<file path="config.mk">
export PLATFORM = sky130hd
export DESIGN_NAME = spi_master_shift
export DESIGN_NICKNAME = d
export VERILOG_FILES = /design/src/rtl/spi_master_shift.sv
export SDC_FILE = /design/constraint.sdc
export NUM_CORES = 1
export LEC_CHECK = 0
export ABC_AREA = 1
export CORE_ASPECT_RATIO = 0.5
export CORE_UTILIZATION = 55
export CTS_CLUSTER_DIAMETER = 100
export DETAILED_ROUTE_END_ITERATION = 12
export DONT_BUFFER_PORTS = 1
export PLACE_DENSITY = 0.76
export SYNTH_ARGS = -nofsm -noshare
export SYNTH_HDL_FRONTEND = slang
export SYNTH_SLANG_ARGS = --single-unit
</file>
<file path="constraint.sdc">
create_clock -name clk -period 2.4 [get_ports clk]
set_clock_uncertainty 0.15 [all_clocks]
set_input_delay 0.36 -clock clk [delete_from_list [all_inputs] [get_ports clk]]
set_output_delay 0.36 -clock clk [all_outputs]
set_load 0.1 [all_outputs]
</file>
<file path="src/rtl/spi_master_shift.sv">
// SPI mode-0 shift engine: sends a parallel word MSB-first on MOSI and captures MISO,
// paced by the single-cycle rise/fall strobes of the SPI clock generator.
module spi_master_shift #(
    parameter int unsigned DATA_W = 32,
    parameter int unsigned CNT_W  = $clog2(DATA_W)
) (
    input  logic              clk,
    input  logic              rstn,
    input  logic              start_valid,
    output logic              start_ready,
    input  logic [DATA_W-1:0] tx_data,
    input  logic [CNT_W-1:0]  len,
    input  logic              abort,
    output logic              clk_en,
    input  logic              spi_rise,
    input  logic              spi_fall,
    output logic              cs_n,
    output logic              sdo,
    input  logic              sdi,
    output logic [DATA_W-1:0] rx_data,
    output logic              rx_valid,
    output logic              busy
);

    typedef enum logic [1:0] {
        StIdle,
        StShift,
        StDone
    } state_e;

    state_e              state_q, state_d;
    logic [DATA_W-1:0]   tx_reg_q, tx_reg_d;
    logic [DATA_W-1:0]   rx_data_q, rx_data_d;
    logic [CNT_W-1:0]    idx_q, idx_d;

    always_ff @(posedge clk or negedge rstn) begin
        if (!rstn) begin
            state_q   <= StIdle;
            tx_reg_q  <= '0;
            rx_data_q <= '0;
            idx_q     <= '0;
        end else begin
            state_q   <= state_d;
            tx_reg_q  <= tx_reg_d;
            rx_data_q <= rx_data_d;
            idx_q     <= idx_d;
        end
    end

    always_comb begin
        state_d   = state_q;
        tx_reg_d  = tx_reg_q;
        rx_data_d = rx_data_q;
        idx_d     = idx_q;
        unique case (state_q)
            StIdle: begin
                if (start_valid) begin
                    tx_reg_d  = tx_data;
                    idx_d     = len;
                    rx_data_d = '0;
                    state_d   = StShift;
                end
            end
            StShift: begin
                // Abort wins over any strobe; partial rx_data is kept as-is.
                if (abort) begin
                    state_d = StIdle;
                end else begin
                    if (spi_rise) begin
                        rx_data_d = {rx_data_q[DATA_W-2:0], sdi};
                    end
                    if (spi_fall) begin
                        if (idx_q == '0) begin
                            state_d = StDone;
                        end else begin
                            idx_d = idx_q - 1'b1;
                        end
                    end
                end
            end
            StDone: begin
                state_d = StIdle;
            end
            default: begin
                state_d = StIdle;
            end
        endcase
    end

    // All outputs decode straight from flops so an async reset clears them at once.
    assign start_ready = (state_q == StIdle);
    assign busy        = (state_q != StIdle);
    assign cs_n        = (state_q != StShift);
    assign clk_en      = (state_q == StShift);
    assign sdo         = (state_q == StShift) & tx_reg_q[idx_q];
    assign rx_valid    = (state_q == StDone);
    assign rx_data     = rx_data_q;

endmodule
</file>
Word-level counts from Yosys, hierarchy flattened. Index checks and enable logic that the tools add are counted.

Add/sub/neg operators: 1. Order comparisons: 1. Equal/unequal tests: 10. Muxes and demuxes: 16. Bitwise operators: 1. Reductions and logical operators: 8.

Operators with widths (count): 2-to-1 mux 32 bit (3); one-hot mux 32 bit (2 select lines) (1); 2-to-1 mux 5 bit (4); one-hot mux 5 bit (2 select lines) (1); 2-to-1 mux 2 bit (4); < comparator 5 x 6 -> 1 bit (second input constant) (1); inequality test 2 x 1 -> 1 bit (second input constant) (3); inequality test 2 bit (second input constant) (3); inequality test 3 x 2 -> 1 bit (second input constant) (2); binary-select mux 1 bit (select 5 bit) (1); logical NOT 5 bit (1); AND reduction 5 bit (1); subtractor 5 x 1 -> 5 bit (second input constant) (1); one-hot mux 2 bit (2 select lines) (1); AND reduction 4 bit (1); nonzero test 2 bit (2); AND reduction 3 bit (1); == test 2 x 1 -> 1 bit (second input constant) (1); == test 2 bit (second input constant) (1); logical NOT 2 bit (1); AND reduction 2 bit (1); AND 1 bit (1); 2-to-1 mux 1 bit (1).

Register bits after elaboration: 71. Input bits: 44. Output and inout port bits: 38. Word-level logic and storage cells: 41.

Depth between registers and ports, before layout.
Depth in word-level cells: 5. Mapped depth: 11. Gate-level depth less buffers: 9.

Worst setup path before layout. No wires, ideal clock.

Path type: register to output. Start point: register state_q[1]. End point: output sdo. Data arrival time: 3011 ps. Required time: 1890 ps. Slack: -1121 ps. Stages on the path, launching flop included: 5. Path buffers: 1. Path through: dfrtp_1 -> nor2_4 -> buf_1 -> nand2_1 -> nor2_1.

Word-level cells in the longest chain between the ends: 2.

RTL lines: from (decl) (RTL line 31) `state_e state_q, state_d;`; from (signal assigned) (RTL line 38) `state_q <= StIdle;`; from (signal assigned) (RTL line 43) `state_q <= state_d;`; == test 2 x 1 -> 1 bit; via clk_en (RTL line 14) `output logic clk_en,`; AND 1 bit (RTL line 95) `assign sdo = (state_q == StShift) & tx_reg_q[idx_q];`; to (decl) (RTL line 18) `output logic sdo,`.

The timed path passes the listed nets, and every way through them passes these cells.

Worst setup path in the final report.
Start point: register idx_q[0]. End point: output sdo.

Word-level cells in the longest chain between the ends: 3.

RTL lines: from (decl) (RTL line 34) `logic [CNT_W-1:0] idx_q, idx_d;`; from (signal assigned) (RTL line 46) `idx_q <= idx_d;`; binary-select mux 1 bit (select 5 bit) (RTL line 95); 2-to-1 mux 1 bit (implied by the code) (RTL line 95); AND 1 bit (RTL line 95).

No other way between the ends. The select of a mux whose other input is x is not followed.

==> impl_metrics.csv <==
group,metric,value,unit
run_status,outcome,"finished clean",
logic_synthesis,synthSimpleGateAreaFrac,25.5,%
global_route,grt_pass1_wl,11600,µm
setup_path,cp_cell_sequence,"buf_6, nand2_1, nand3_1, nand3_1, a21oi_1, nor2_2, nor2_4, buf_12",
drt,detailedRoute.firstPassIterationCount,4,
floorplan,die_h,56.3,µm
logic_synthesis,synthMuxAreaShare,10.4,%
cells_and_area,synthToLayoutAreaGrowth,20.7,%
setup_path,cp-start-kind,"register",
sta,hold_slack,27.8,ps
sta,fin_ws,146,ps
global_route,busiest_layer,"met2",
logic_synthesis,ys_seq_elements,71,
placed_design,portBuffers,0,
logic_synthesis,synth_nets,383,
sta,finalMaxSlewViolations,0,
logic_synthesis,synth_xor_area_share,0.270,%
power_and_ir_drop,p_sw,1.68,mW
clock_network,cts_tree,"yes",
power_and_ir_drop,p_leak,1.98,nW
power_and_ir_drop,ir_drop,0.000743,V
logic_synthesis,syn_area,3240,µm²
sta,rsz0062_at_grt,"false",
cells_and_area,num-nets-final,418,
drt,drt_wl_total,6790,µm
logic_synthesis,seq_area_frac_synth,54.8,%
setup_path,critical_path.max_fanout,19,
global_route,grt_max_degree,72,
sta,finalCritPeriodShare,93.9,%
logic_synthesis,yosys_warnings,0,
floorplan,start_util,58.0,%
placed_design,dp_slack,285,ps
floorplan,ioPinCount,82,
global_route,grt.met3_usage,7.88,%
floorplan,row_count,19,
clock_network,insertion_delay,320,ps
logic_synthesis,synth_cells,338,
sta,hold_viol_final,0,
sta,fin_crit,2250,ps
cells_and_area,antenna_cells,0,
power_and_ir_drop,p_per_area,1140,nW/µm²
global_route,gr-usage-met2,39.8,%
global_route,grt_pass1_vias,2407,
drt,avgViaCountPerCell,5.64,
logic_synthesis,synth.distinct_cells,24,
sta,slew_headroom,68.3,%
logic_synthesis,post_synth.cell_area_avg,9.59,µm²
power_and_ir_drop,p_int,2.78,mW
global_route,gr-total-overflow,0,
floorplan,design.die.area,6220,µm²
global_route,met1_usage,29.7,%
logic_synthesis,synth_top_family_by_area,"simple AND/OR/NAND/NOR gates",
floorplan,coreArea,5590,µm²
sta,max_clock_freq,0.444,GHz
setup_path,endpoint_kind,"primary output",
clock_network,path_clk_slew,50,ps
sta,setup_viol,0,
logic_synthesis,synthAdderAreaFrac,0.386,%
sta,fin_setup_tns,0,ps
drt,drt_first_iter_violations,248,
setup_path,cp.arrival,1740,ps
placed_design,dp_hpwl,4510,µm
sta,tightestPinTransition,475,ps
clock_network,clockBufferDepth,2,
power_and_ir_drop,pwr-share-seq,36.7,%
clock_network,cts_sinks,71,
drt,ant_nets,0,
global_route,antenna_found_initial,0,
job,cap_violations,0,
placed_design,gp_congestion,0.879,
setup_path,cp_common_cell,"nand3_1",
hold_path,hp-class,"in2reg",
power_and_ir_drop,clockPowerShare,28.4,%
setup_path,slowest_delay,400,ps
drt,wire_per_inst,15.1,µm
setup_path,critPathRequiredTime,1890,ps
logic_synthesis,synth_compound_area_share,3.20,%
drt,drc_errors,0,
drt,via_count,2544,
global_route,grt_usage,23.6,%
power_and_ir_drop,swShare,37.7,%
power_and_ir_drop,combPwrFrac,34.9,%
setup_path,slowest_stage,"dfrtp_1",
clock_network,cts_inserted_buffers,9,
setup_path,path_class,"reg2out",
cells_and_area,drive_gt1_share,27.2,%
clock_network,htree_num_levels,3,
clock_network,cts_root_buf,"clkbuf_16",
floorplan,die_x,111,µm
[placed cells by master, fill, tap and decap left out, drive strengths merged]
cell and instances:
dfrtp 71, ha 1, clkinv 1, nor2 10, o21ai 10, nand3 91
inv 13, nand2 79, a21oi 5, xor2 1, clkbuf 14, dlygate4sd3 2
nor4 1, mux2 30, buf 44, a31oi 1, clkinvlp 1, o211ai 3
[power groups by stage]
stage | Sequential (mW) | Combinational (mW) | Clock (mW)
6_report | 1.64 | 1.56 | 1.26
5_1_grt | 1.67 | 1.70 | 1.34
4_1_cts | 1.62 | 1.53 | 1.29
3_5_place_dp | 1.64 | 1.49 | 0
3_3_place_gp | 1.63 | 1.45 | 0
2_1_floorplan | 1.67 | 1.17 | 0
[cell families after synthesis]
kind of cell / after synthesis
AO/OA/AOI/OAI: 19
XOR/XNOR: 1
multiplexers: 30
AND/OR/NAND/NOR: 181
flip-flops: 71
adder cells (fa/ha/maj): 1
buffers and inverters: 35
[worst max-delay path: cells and delay by family, from the launching register on]
kind | cells | cell delay, ps
and+or+nand+nor | 5 | 460
DFF | 1 | 400
buffers and inverters | 2 | 380
AOI/OAI and AO/OA | 1 | 180
[Yosys cell counts]
| library cell | number | share of area (%) |
|---|---|---|
| nand3_1 | 91 | 14 |
| dfrtp_1 | 71 | 55 |
| mux2_2 | 30 | 10 |
| inv_1 | 10 | 1.2 |
| ha_1 | 1 | 0.39 |
| a21oi_1 | 5 | 0.77 |
| a31oi_1 | 1 | 0.19 |
| clkinv_1 | 1 | 0.12 |
| nor4_1 | 1 | 0.19 |
| nand2_1 | 75 | 8.7 |
| xor2_1 | 1 | 0.27 |
| nand2_4 | 1 | 0.35 |
| buf_4 | 1 | 0.23 |
| nand2_2 | 3 | 0.58 |
| buf_1 | 2 | 0.23 |
| nor2_1 | 7 | 0.81 |
| buf_2 | 13 | 2.0 |
| o211ai_1 | 3 | 0.69 |
| clkbuf_1 | 3 | 0.35 |
| nor2_2 | 1 | 0.19 |
| inv_2 | 2 | 0.23 |
| buf_6 | 3 | 1.0 |
| o21ai_0 | 10 | 1.5 |
| nor2_4 | 2 | 0.69 |
[path summary, 6_finish.rpt]
path                       cells after the start         from            to  slack, ps
hold reg to reg                                2  rx_data[23]   rx_data[24]        360
hold / removal                                 2          sdi    rx_data[0]         30
min in group asynchronous                      2         rstn  tx_reg_q[14]        430
setup reg to reg                               9     idx_q[1]      idx_q[1]        470
setup / recovery                               8     idx_q[0]           sdo        150
max in group asynchronous                      2         rstn   rx_data[31]       1380
[metal layers]
layer | share of wire, % | wire (µm) | vias up
li1 | - | - | 1216
met1 | 43 | 2890 | 1233
met2 | 50 | 3410 | 89
met3 | 6.3 | 431 | 6
met4 | 0.93 | 63 | 0
met5 | 0 | 0 | -
[state kept, by name, indices dropped and copies added, names as in the netlist]
register / flops
rx_data: 32
tx_reg_q: 32
idx_q: 5
state_q: 2
[cell type report]
class	instances	area, µm²
Clock buffer	14	284
Clock inverter	2	12.5
Fill cell	415	1670
Inverter	13	53.8
Multi-Input combinational cell	232	1310
Sequential cell	71	1780
Tap cell	73	91.3
Timing Repair Buffer	46	387
[repair_timing]
item	CTS	global route
hold endpoints to repair	72	0
endpoints found under the setup margin	1	1
gates resized for setup	2	4
buffers inserted	0	0
cloned	0	0
hold buffers	3	0
[stage by stage]
stage                     area [µm²]  util (%)  cells  power [mW]
after floorplan                 3260         -    338        2.84
after global routing            3910      70.1    451        4.70
after CTS                       3900      69.9    451        4.45
after global placement          3560      63.7    432        3.08
after detailed placement        3560      63.7    432        3.13
final                           3910      70.1    451        4.46
No activity file was read; power rests on OpenSTA's default activity.
